### src/rtl/control_sequencer.sv
// Hardwired fetch/execute control unit driving the Datapath strobes for one instruction.
// Optional build macro CTRL_SINGLE_STEP_EN adds a `step` input that gates every non-IDLE advance.
module control_sequencer #(
  parameter int unsigned NREG = 16,
  parameter int unsigned OPW  = 5
) (
  input  logic            clk,
  input  logic            clr,
  input  logic            start,
`ifdef CTRL_SINGLE_STEP_EN
  input  logic            step,
`endif
  input  logic [31:0]     ir,
  input  logic            mem_ready,
  output logic            PCout,
  output logic            pc_increment,
  output logic            MARin,
  output logic            PCin,
  output logic            read,
  output logic            MDRin,
  output logic            MDRout,
  output logic            IRin,
  output logic            RYin,
  output logic            Zhighin,
  output logic            Zlowin,
  output logic            Zhighout,
  output logic            Zlowout,
  output logic            HIin,
  output logic            LOin,
  output logic [NREG-1:0] Rin,
  output logic [NREG-1:0] Rout,
  output logic [OPW-1:0]  op_code,
  output logic            busy,
  output logic            done,
  output logic            illegal
);

  typedef enum logic [8:0] {
    S_IDLE = 9'b000000001,
    S_T0   = 9'b000000010,
    S_T1   = 9'b000000100,
    S_T2   = 9'b000001000,
    S_T3   = 9'b000010000,
    S_T4   = 9'b000100000,
    S_T5   = 9'b001000000,
    S_T6   = 9'b010000000,
    S_DONE = 9'b100000000
  } state_e;

  typedef enum logic [1:0] {
    C_BIN,
    C_UNA,
    C_MD,
    C_ILL
  } opclass_e;

  state_e   state_q, state_d;
  logic     pcin_seen_q;
  opclass_e opclass;
  logic     adv;

  logic [4:0] op;
  logic [3:0] ra, rb, rc;
  logic       unused_ir;

  assign op        = ir[31:27];
  assign ra        = ir[26:23];
  assign rb        = ir[22:19];
  assign rc        = ir[18:15];
  assign unused_ir = ^ir[14:0];

`ifdef CTRL_SINGLE_STEP_EN
  assign adv = step;
`else
  assign adv = 1'b1;
`endif

  function automatic logic [NREG-1:0] sel(input logic [3:0] idx);
    sel = NREG'(1) << idx;
  endfunction

  always_comb begin
    unique case (op)
      5'b00011, 5'b00100, 5'b00101, 5'b00110, 5'b00111,
      5'b01000, 5'b01001, 5'b01010, 5'b01011: opclass = C_BIN;
      5'b01111, 5'b10000:                     opclass = C_MD;
      5'b10001, 5'b10010:                     opclass = C_UNA;
      default:                                opclass = C_ILL;
    endcase
  end

  always_comb begin
    state_d = state_q;
    unique case (state_q)
      S_IDLE: if (start) state_d = S_T0;
      S_T0:   if (adv) state_d = S_T1;
      S_T1:   if (adv && mem_ready) state_d = S_T2;
      S_T2:   if (adv) state_d = S_T3;
      S_T3:   if (adv) state_d = (opclass == C_ILL) ? S_IDLE : S_T4;
      S_T4:   if (adv) state_d = (opclass == C_UNA) ? S_DONE : S_T5;
      S_T5:   if (adv) state_d = (opclass == C_MD) ? S_T6 : S_DONE;
      S_T6:   if (adv) state_d = S_DONE;
      S_DONE: if (adv) state_d = S_IDLE;
      default: state_d = S_IDLE;
    endcase
  end

  always_ff @(posedge clk) begin
    if (clr) begin
      state_q     <= S_IDLE;
      pcin_seen_q <= 1'b0;
    end else begin
      state_q     <= state_d;
      pcin_seen_q <= (state_q == S_T1) && adv;
    end
  end

  // Strobes decode state_q and ir directly: IR is only loaded at the end of T2,
  // so a registered decode would act on the previous instruction.
  always_comb begin
    PCout        = 1'b0;
    pc_increment = 1'b0;
    MARin        = 1'b0;
    PCin         = 1'b0;
    read         = 1'b0;
    MDRin        = 1'b0;
    MDRout       = 1'b0;
    IRin         = 1'b0;
    RYin         = 1'b0;
    Zhighin      = 1'b0;
    Zlowin       = 1'b0;
    Zhighout     = 1'b0;
    Zlowout      = 1'b0;
    HIin         = 1'b0;
    LOin         = 1'b0;
    Rin          = '0;
    Rout         = '0;
    op_code      = '0;
    busy         = 1'b0;
    done         = 1'b0;
    illegal      = 1'b0;
    unique case (state_q)
      S_T0: begin
        busy         = 1'b1;
        PCout        = 1'b1;
        pc_increment = 1'b1;
        MARin        = 1'b1;
        Zlowin       = 1'b1;
        Zhighin      = 1'b1;
      end
      S_T1: begin
        busy    = 1'b1;
        Zlowout = 1'b1;
        PCin    = ~pcin_seen_q;
        read    = 1'b1;
        MDRin   = 1'b1;
      end
      S_T2: begin
        busy   = 1'b1;
        MDRout = 1'b1;
        IRin   = 1'b1;
      end
      S_T3: begin
        busy = 1'b1;
        unique case (opclass)
          C_BIN: begin Rout = sel(rb); RYin = 1'b1; end
          C_MD:  begin Rout = sel(ra); RYin = 1'b1; end
          C_UNA: begin
            Rout    = sel(rb);
            op_code = OPW'(op);
            Zlowin  = 1'b1;
            Zhighin = 1'b1;
          end
          default: illegal = 1'b1;
        endcase
      end
      S_T4: begin
        busy = 1'b1;
        if (opclass == C_UNA) begin
          Zlowout = 1'b1;
          Rin     = sel(ra);
        end else begin
          Rout    = (opclass == C_MD) ? sel(rb) : sel(rc);
          op_code = OPW'(op);
          Zlowin  = 1'b1;
          Zhighin = 1'b1;
        end
      end
      S_T5: begin
        busy    = 1'b1;
        Zlowout = 1'b1;
        if (opclass == C_MD) LOin = 1'b1;
        else                 Rin  = sel(ra);
      end
      S_T6: begin
        busy     = 1'b1;
        Zhighout = 1'b1;
        HIin     = 1'b1;
      end
      S_DONE:  done = 1'b1;
      default: ;
    endcase
  end

endmodule

### config.mk
export PLATFORM = sky130hd
export DESIGN_NAME = control_sequencer
export DESIGN_NICKNAME = d
export VERILOG_FILES = /design/src/rtl/control_sequencer.sv
export SDC_FILE = /design/constraint.sdc
export NUM_CORES = 1
export LEC_CHECK = 0
export CAP_MARGIN = 20
export CORE_UTILIZATION = 40
export CTS_BUF_LIST = sky130_fd_sc_hd__clkbuf_16
export DETAILED_ROUTE_END_ITERATION = 6
export MAX_ROUTING_LAYER = met4
export PLACE_DENSITY = 0.82
export RECOVER_POWER = 100
export SLEW_MARGIN = 5
export SYNTH_ARGS = -nofsm -noshare
export SYNTH_HDL_FRONTEND = slang
export SYNTH_SLANG_ARGS = --single-unit
### constraint.sdc
create_clock -name clk -period 3.4 [get_ports clk]
set_clock_uncertainty 0.1 [all_clocks]
set_input_delay 0.68 -clock clk [delete_from_list [all_inputs] [get_ports clk]]
set_output_delay 0.68 -clock clk [all_outputs]
set_load 0.005 [all_outputs]
==> run_results.csv <==
group,metric,value,unit
status,status,"finished, violations left",
status,failed_checks,"negative setup slack",
yosys,syn_nets,306,
timing,fmax,288,MHz
timing,max_slew_margin,60.7,%
timing,period_needed,3.47,ns
placement,gp_congestion,0.918,
clock_network,clock_sinks,10,
worst_setup_path,rr_worst_depth,5,
run,drv_cap,0,
placement,dp_slack,-0.523,ns
yosys,synthArstFlopShare,0,%
timing,final_hold_viol_count,0,
detailed_routing,antenna_left,0,
yosys,synth_cell_type_count,51,
worst_setup_path,crit_top_cell,"buf_4",
detailed_routing,drc,0,
worst_hold_path,hold_path.startpoint,"state_q[6]",
global_route,grt_util_all_layers,27.9,%
floorplan,num_rows,23,
global_route,grt_pass1_vias,2045,
placement,dp.cells,407,
yosys,syn_area_per_cell,6.38,µm²
worst_setup_path,critPathLaunchType,"input port",
worst_hold_path,hold_depth,2,
clock_network,clockBufferDepth,2,
clock_network,clk_latency,0.24,ns
detailed_routing,first_pass_iters,6,
clock_network,htreeDepth,1,
worst_setup_path,crit_path_end_kind,"output port",
yosys,yosys_most_used_dff,"dfxtp_1",
floorplan,die_x,67.4,µm
pwr,powerDensity,177,nW/µm²
yosys,syn_inst,268,
global_route,grt_max_degree,26,
timing,final.period_utilization,102,%
global_route,antenna_found_initial,0,
pwr,power_leakage,1.45,nW
clock_network,clkTransAtPathRegs,0.04,ns
worst_setup_path,rrSetupSlack,1.20,ns
final_layout,final_cell_mix,"38 x buf_4, 25 x nor3_1, 24 x nor2_1",
pwr,design_power_total,531,µW
worst_setup_path,crit_fanout,4,
worst_setup_path,critPathSlowestCell,"clkdlybuf4s50_1",
worst_setup_path,worstPathRequired,2.62,ns
detailed_routing,wirelength,6420,µm
worst_setup_path,arrival,2.69,ns
floorplan,ios,91,
clock_network,cts_buffers,3,
yosys,yosysWarnings,0,
yosys,synth_seq_cells,10,
floorplan,coreArea,4060,µm²
worst_hold_path,worst_hold_path.endpoint,"state_q[7]",
floorplan,dieArea,4540,µm²
worst_setup_path,cp_cell_sequence,"clkdlybuf4s15_2 > buf_4 > ha_1 > buf_4 > nor2_1 > o221a_1 > nor2b_1 > a22oi_1 > o21ai_1 > clkdlybuf4s50_1",
global_route,grt_pass1_wl,9550,µm
timing,worst_pin_slew,0.581,ns
final_layout,final_core_util,74.0,%
pwr,max-vdd-ir-drop,169,µV
worst_setup_path,timing.rr.end,"state_q[0]",
detailed_routing,vias_per_cell,5.92,
detailed_routing,routed-via-count,2467,
floorplan,initial_core_util,42.1,%
final_layout,area_growth,75.7,%
floorplan,die_y,67.4,µm
timing,rsz0062_at_grt,"yes",
clock_network,hold_buffers,0,
global_route,overflow,0,
yosys,yosysSeqAreaShare,11.7,%
worst_setup_path,r2r_start,"state_q[6]",
yosys,synthesis.area,1710,µm²
timing,final_max_slew_viol_count,0,
yosys,synth_edf_count,0,
timing,holdWs,0.533,ns
worst_setup_path,crit_buf_inv,4,
placement,portBuffers,75,
detailed_routing,wl_per_cell,15.4,µm
timing,setup_ws,-0.0742,ns
final_layout,fin_cells,417,
worst_setup_path,critical-path-top-delay-family,"buffers and inverters",
clock_network,root_buffer,"clkbuf_16",
worst_setup_path,crit_type,"input port to output port",
final_layout,nets,406,
placement,place_hpwl,4480,µm
worst_hold_path,hp-class,"flip-flop to flip-flop",
detailed_routing,drt_iter0_markers,185,
final_layout,insertedDiodeCount,0,
final_layout,drive_gt1_share,20.7,%
clock_network,cts_tree,"yes",
final_layout,nFillCells,349,
worst_setup_path,crit_path_max_incr_delay,0.44,ns
final_layout,final_common_cell,"buf_4",
timing,setup_viol,3,
-- tightest hold or removal path: stages (launching register included) --
cell      delay, ns
dfxtp_1        0.39
nand3b_1       0.15
nor4_1         0.05
-- Yosys cell counts, types with 6 or more instances --
master | n | area, µm²
a22oi_1 | 12 | 90.1
nor2_1 | 29 | 109
and3_1 | 13 | 81.3
clkbuf_1 | 13 | 48.8
nand2_1 | 13 | 48.8
o21ai_1 | 31 | 155
nand2b_1 | 14 | 87.6
dfxtp_1 | 10 | 200
nor2b_1 | 11 | 68.8
nor4_1 | 14 | 87.6
nor3_1 | 26 | 130
inv_1 | 8 | 30.0
buf_4 | 6 | 45.0
-- routing by layer --
metal | global-route usage (%) | part of all wire, %
met1 | 36.4 | 42
met2 | 45.8 | 48
met3 | 3.72 | 8.6
met4 | 5.59 | 1.1
met5 | - | 0
-- per-stage QoR --
| step | instance area [µm²] | TNS [ns] |
|---|---|---|
| finish | 3000 | -0.105 |
| CTS | 2840 | -0.544 |
| global placement | 2730 | -18.02 |
| floorplan | 1710 | 0 |
| global route | 3000 | -0.891 |
| detailed placement | 2730 | -18.17 |
-- worst max-delay path by stage --
stage,from,endpoint,slack (ns),cells past startpoint
4_1_cts,ir[27],Rout[14],-0.06,9
3_5_place_dp,ir[28],Zlowin,-0.52,11
5_1_grt,ir[27],Rout[1],-0.13,11
3_3_place_gp,ir[27],Rout[13],-0.54,9
6_report,ir[27],Rout[4],-0.07,10
2_1_floorplan,ir[27],Rin[0],0.51,8
-- layout make-up --
class	count	area (µm²)	share of cell area, %
timing repair buffer	119	1130	37.6
clock inverter	1	3.75	0.125
multi-input combinational	225	1500	49.9
inverter	9	33.8	1.13
sequential	10	200	6.67
tap	50	62.6	2.08
clock buffer	3	75.1	2.50
-- where the power goes --
part	total (mW)	switching, mW	internal, mW
sequential	0.124	0.00384	0.120
combinational	0.186	0.0997	0.0861
clock	0.221	0.0659	0.155
-- cell families after synthesis --
logic type | count (synthesis) | synth area share, %
simple gates | 151 | 50.1
compound gates | 69 | 25.8
buf+inv | 33 | 9.30
flops | 10 | 11.7
xor+xnor | 2 | 1.03
fa+ha+maj | 2 | 1.46
mux | 1 | 0.586
-- what timing repair did --
item,4_1_cts,5_1_grt
endpoints found under the setup margin,41,24
gates resized for setup,51,38
buffers inserted,2,3
gates cloned,0,1
hold endpoints to repair,0,0
pin swaps,4,6
-- sequential cells by signal, indices dropped and copies added, names as in the netlist --
register,count
pcin_seen_q,1
state_q,9
Power figures use the tool's default switching activity.
